### config.mk
export PLATFORM = sky130hd
export DESIGN_NAME = mailbox_doorbell_agent
export DESIGN_NICKNAME = d
export VERILOG_FILES = /design/src/rtl/mailbox_doorbell_agent.sv
export SDC_FILE = /design/constraint.sdc
export NUM_CORES = 1
export LEC_CHECK = 0
export CAP_MARGIN = 10
export CORE_UTILIZATION = 35
export DETAILED_ROUTE_END_ITERATION = 8
export DONT_BUFFER_PORTS = 1
export GPL_ROUTABILITY_DRIVEN = 1
export REMOVE_ABC_BUFFERS = 1
export SLEW_MARGIN = 25
export SYNTH_ARGS = -nofsm -noshare
export SYNTH_HDL_FRONTEND = slang
export SYNTH_SLANG_ARGS = --single-unit
### constraint.sdc
create_clock -name clk -period 5.2 [get_ports clk]
set_input_delay 0.78 -clock clk [delete_from_list [all_inputs] [get_ports clk]]
set_output_delay 0.78 -clock clk [all_outputs]
set_load 0.01 [all_outputs]
### src/rtl/mailbox_doorbell_agent.sv
// Fabric-side agent for one side of the 3-bit mailbox interrupt register.
// Services incoming doorbells and rings the remote side, always by read-modify-write.
module mailbox_doorbell_agent #(
   parameter int TIMEOUT = 8,
   parameter int CNT_W   = 16
) (
   input  logic             clk,
   input  logic             resetn,
   input  logic             mp_irq,
   input  logic [2:0]       mb_rdata,
   input  logic             mb_rvalid,
   output logic             mb_wr,
   output logic             mb_rd,
   output logic [2:0]       mb_wdata,
   input  logic             irq_en,
   input  logic             ring_req,
   output logic             ring_ack,
   output logic             msg_evt,
   output logic             busy,
   output logic             rd_err,
   output logic [CNT_W-1:0] evt_count
);

   localparam logic [1:0] ST_IDLE = 2'd0;
   localparam logic [1:0] ST_RD   = 2'd1;
   localparam logic [1:0] ST_WAIT = 2'd2;
   localparam logic [1:0] ST_WR   = 2'd3;
   localparam logic [7:0] TMO     = 8'(TIMEOUT);

   logic [1:0]       state;
   logic             pend_svc;
   logic             pend_ring;
   logic             en_shadow;
   logic             en_q;
   logic [1:0]       rd_q;
   logic [7:0]       tmo_cnt;
   logic [CNT_W-1:0] evt_cnt_q;
   logic             trigger;
   logic             in_wr;
   logic             timed_out;
   logic             svc_hit;

   // Own MPIE read back is never needed: the write always drives irq_en.
   logic unused_rdata_mpie;
   assign unused_rdata_mpie = mb_rdata[2];

   assign trigger   = mp_irq | ring_req | (irq_en != en_shadow);
   assign in_wr     = (state == ST_WR);
   assign timed_out = (state == ST_WAIT) && (tmo_cnt == TMO);
   assign svc_hit   = pend_svc & rd_q[1];

   // irq_en is captured together with the read data so the write value is
   // registered; a change landing later is caught by the next IDLE compare.
   always_ff @(posedge clk or negedge resetn) begin
      if (!resetn) begin
         state     <= ST_IDLE;
         pend_svc  <= 1'b0;
         pend_ring <= 1'b0;
         en_shadow <= 1'b0;
         en_q      <= 1'b0;
         rd_q      <= 2'b00;
         tmo_cnt   <= 8'd0;
         evt_cnt_q <= '0;
      end else begin
         case (state)
            ST_IDLE: begin
               if (trigger) begin
                  pend_svc  <= mp_irq;
                  pend_ring <= ring_req;
                  state     <= ST_RD;
               end
            end
            ST_RD: begin
               tmo_cnt <= 8'd0;
               state   <= ST_WAIT;
            end
            ST_WAIT: begin
               if (timed_out) begin
                  pend_svc  <= 1'b0;
                  pend_ring <= 1'b0;
                  state     <= ST_IDLE;
               end else if (mb_rvalid) begin
                  rd_q  <= mb_rdata[1:0];
                  en_q  <= irq_en;
                  state <= ST_WR;
               end else begin
                  tmo_cnt <= tmo_cnt + 8'd1;
               end
            end
            ST_WR: begin
               en_shadow <= en_q;
               if (svc_hit)
                  evt_cnt_q <= evt_cnt_q + CNT_W'(1);
               pend_svc  <= 1'b0;
               pend_ring <= 1'b0;
               state     <= ST_IDLE;
            end
            default: state <= ST_IDLE;
         endcase
      end
   end

   // Outputs decode state and registers only.
   assign mb_rd     = (state == ST_RD);
   assign mb_wr     = in_wr;
   assign mb_wdata  = in_wr ? {en_q, ~pend_svc & rd_q[1], pend_ring | rd_q[0]} : 3'b000;
   assign msg_evt   = in_wr & svc_hit;
   assign ring_ack  = in_wr & pend_ring;
   assign busy      = (state != ST_IDLE);
   assign rd_err    = timed_out;
   assign evt_count = evt_cnt_q;

endmodule

Yosys cells after proc, flatten, opt, wreduce, memory -nomap -nowiden
Index checks and enable logic that the tools add are counted.
{"block": "totals", "regBits": 32, "in_bits": 9, "out_inout_bits": 25, "word_cells": 52}
{"block": "classes", "n_addsub": 2, "eq_ne": 10, "muxes": 13, "bitwise": 9, "reduce_logical": 10}
{"op": "$add A16 B1 Y16 const B", "n": 1}
{"op": "$mux W8", "n": 2}
{"op": "$pmux W8 S2", "n": 1}
{"op": "$reduce_and A3 Y1", "n": 3}
{"op": "$add A8 B1 Y8 const B", "n": 1}
{"op": "$eq A8 B4 Y1 const B", "n": 1}
{"op": "$ne A2 B2 Y1 const B", "n": 4}
{"op": "$pmux W2 S4", "n": 1}
{"op": "$mux W2", "n": 3}
{"op": "$pmux W1 S3", "n": 2}
{"op": "$and A1 B1 Y1", "n": 4}
{"op": "$eq A2 B2 Y1 const B", "n": 2}
{"op": "$reduce_and A2 Y1", "n": 2}
{"op": "$reduce_bool A2 Y1", "n": 2}
{"op": "$mux W1", "n": 3}
{"op": "$mux W3", "n": 1}
{"op": "$ne A3 B3 Y1 const B", "n": 1}
{"op": "$or A1 B1 Y1", "n": 3}
{"op": "$reduce_bool A3 Y1", "n": 1}
{"op": "$eq A2 B1 Y1 const B", "n": 1}
{"op": "$logic_not A2 Y1", "n": 1}
{"op": "$not A1 Y1", "n": 2}
{"op": "$logic_and A1 B1 Y1", "n": 1}
{"op": "$ne A1 B1 Y1", "n": 1}

Depth between registers and ports, before layout
{"block": "logic_depth", "ltp_word": 4, "ltp_mapped": 6, "mapped_depth_nobuf": 6}

Worst setup path before layout
Ideal clock, no wire load.
{"block": "synth_timing", "kind": "register to output", "from": "reg tmo_cnt[0]", "to": "out rd_err", "arrival_ns": 1.234, "t_required_ns": 4.420, "setup_slack_ns": 3.186, "path_stages_with_launch": 6, "n_path_buf": 0, "path_cell_list": "dfrtp_1 > inv_1 > ha_1 > nor4b_1 > nand2_1 > nor2_1"}
{"block": "synth_via", "elab_chain_len": 2}
{"element": "from (decl)", "line": "36", "text": "logic [7:0] tmo_cnt;"}
{"element": "from (signal assigned)", "line": "87", "text": "tmo_cnt <= tmo_cnt + 8'd1;"}
{"element": "$eq A8 B4 Y1", "line": "49", "text": "assign timed_out = (state == ST_WAIT) && (tmo_cnt == TMO);"}
{"element": "$logic_and A1 B1 Y1", "line": "49"}
{"element": "to (decl)", "line": "20", "text": "output logic rd_err,"}
No other way between the ends.

Worst setup path after layout
Ends and elaborated chain as after synthesis.

==> impl_metrics.csv <==
group,metric,value,unit
outcome,status,"finished clean",
final_layout,syn2layout_area_growth,10.1,%
detailed_routing,first_pass_iters,4,
run,cap_violations,0,
synth,async_flop_share,1.00,
timing,worst_slew_pin_slew,589,ps
final_layout,diodes,0,
final_layout,final_common_cell,"dfrtp_1",
clock_tree,cts_setup_buffers,0,
place,gp_congestion,0.778,
critical_path,reg2reg_slack,3290,ps
timing,finClkSkew,6.05,ps
synth,synthFlopType,"dfrtp_1",
detailed_routing,drtAntennaViolNets,0,
global_routing,grt_max_degree,33,
timing,fin_crit,2500,ps
critical_path,worst_ep_arrival_time,1720,ps
critical_path,crit_path_end_kind,"output pin",
critical_path,worstReg2RegStart,"state[1]$_DFFE_PN0P_",
timing,final-hold-violation-count,0,
clock_tree,clk_pin_slew,70,ps
clock_tree,cts_buffers,5,
synth,synth_area_per_cell,10.8,um2
detailed_routing,route.detailed.drc,0,
clock_tree,cts-root-buf,"clkbuf_8",
min_path,hp-class,"primary input to async pin",
synth,ys_seq_elements,32,
global_routing,grt_pass1_vias,1101,
timing,relSlewSlack,0.607,
synth,synth_cell_types,40,
final_layout,final_cell_area,1760,um2
synth,synth-compound-area-share,0.0737,
power,seqPwrFrac,0.485,
timing,min_period_over_period,0.481,
critical_path,rr_endpoint,"tmo_cnt[5]$_DFFE_PN0P_",
power,cellLeakagePower,0.797,nW
power,switching_share,0.342,
floorplan,die_h,69.5,um
floorplan,dieArea,4840,um2
detailed_routing,routed_wl,3040,um
critical_path,cp-start-kind,"flip-flop",
detailed_routing,first_iter_violations,31,
detailed_routing,wl_per_cell,14.8,um
synth,synthCells,148,
power,p_sw,0.274,mW
critical_path,cp.required,4420,ps
power,combPwrFrac,0.220,
power,clkPwrFrac,0.295,
final_layout,final_nets,164,
synth,synthAdderAreaFrac,0.0235,
floorplan,row_count,24,
clock_tree,cts_sinks,32,
timing,drv_slew,0,
clock_tree,clock_latency,280,ps
detailed_routing,num_vias,1134,
synth,yosys.area_share.simple,0.240,
synth,synth_edf_count,0,
clock_tree,cts_hold_buffers,0,
clock_tree,cts_buffer_depth,2,
global_routing,grt_use_total,0.136,
global_routing,grt_pass1_wl,5200,um
timing,setup_viol,0,
clock_tree,cts_tree,"done",
detailed_routing,via_per_inst,5.53,
clock_tree,cts.repair.resized,0,
power,intPower,0.527,mW
critical_path,cp-startpoint,"tmo_cnt[0]$_DFFE_PN0P_",
power,power_density,456,nW/um2
place,placed_area,1650,um2
global_routing,grt.overflow.total,0,
critical_path,r2r_cells,3,
place,dp_hpwl,2210,um
synth,yosysSeqAreaShare,0.502,
synth,synth_top_family_by_area,"simple AND/OR/NAND/NOR gates",
critical_path,worst-setup-path-type,"flip-flop to output pin",
power,peakVddDrop,279,uV
synth,yosysWarnings,0,
floorplan,start_util,0.364,
synth,syn_area,1600,um2
critical_path,cp_max_fo,6,
place,io_buffers,0,
timing,rsz0062_at_grt,"false",
final_layout,most-common-layout-cells,"dfrtp_1 (32), nand2_1 (18), nand3_1 (10), xnor2_1 (10)",
floorplan,io_pins,34,
final_layout,drive_gt1_frac,0.118,
synth,synth_xor_xnor_area_share,0.0878,
timing,holdWs,185,ps
clock_tree,ctsHtreeMaxLevel,2,
global_routing,antenna_found_initial,0,
floorplan,dieWidth,69.5,um
timing,fmax,0.399,GHz
synth,synth.area.mux_share,0.0525,
timing,finalSetupTns,0,ps
floorplan,core,4380,um2
==> synthesized netlist by cell type, types with 2 or more instances <==
master     number  area [um2]
inv_1           5        18.8
a21o_1          2        15.0
o2bb2ai_1       2        17.5
nor2_1          6        22.5
clkbuf_1        2        7.51
nor3_2          2        20.0
dfrtp_1        32         801
o21ai_0         2        10.0
mux2_2          3        33.8
and3_1          5        31.3
mux2i_1         5        50.1
nand4_1         6        37.5
nand3_1        10        50.1
ha_1            3        37.5
nand2_1        18        67.6
xnor2_1        10        87.6
nor3b_1         4        30.0
o31ai_1         2        15.0
nand2b_1        2        12.5
o22ai_1         2        12.5
xor2_1          6        52.6
==> sequential cells by signal, summed over array words and instances (netlist names) <==
signal,count
pend_ring,1
rd_q,2
en_shadow,1
evt_count,16
tmo_cnt,8
state,2
pend_svc,1
en_q,1
==> per-layer routing <==
layer | share of wire | track usage
met3 | 0.081 | 0.0610
met1 | 0.43 | 0.164
met2 | 0.47 | 0.215
met4 | 0.0095 | 0.0476
met5 | 0 | 0
==> how the worst max path moves through the flow <==
stage | endpoint | slack, ps
2_1_floorplan | rd_err | 3190
3_3_place_gp | mb_wdata[1] | 3010
3_5_place_dp | rd_err | 3020
4_1_cts | rd_err | 2690
5_1_grt | rd_err | 2520
6_report | rd_err | 2700
==> kinds of logic after synthesis <==
logic type,after synthesis
adder cells (fa/ha/maj),3
multiplexers,8
AO/OA/AOI/OAI,16
buffers and inverters,8
XOR/XNOR,16
flip-flops,32
AND/OR/NAND/NOR,65
==> area by class of cell <==
class	count	area, um2
clock buffer	5	68.8
clock inverter	3	42.5
fill	428	2630
inverter	5	18.8
multi-input combinational	108	762
sequential	32	801
tap	52	65.1
==> worst max-delay path, cell delays in order (launching register included) <==
cell and delay [ps]:
dfrtp_1 420, inv_1 120, ha_1 150, nor4b_1 280, nand2_1 220, nor2_1 250
==> through the flow <==
step	instances	utilization	power, mW	worst slack (ps)
final	205	0.401	0.801	2700
after global routing	205	0.401	0.852	2520
after CTS	205	0.401	0.808	2690
after detailed placement	197	0.376	0.571	3020
after global placement	197	0.376	0.566	3010
after floorplan	145	-	0.522	3190
==> power groups by stage <==
stage                     sequential (mW)  clock (mW)  combinational, mW
after global placement              0.391           0              0.175
final                               0.388       0.236              0.177
after CTS                           0.388       0.240              0.180
after detailed placement            0.392           0              0.179
after global routing                0.401       0.251              0.199
after floorplan                     0.368           0              0.154
(Power assumes the default switching activity.)
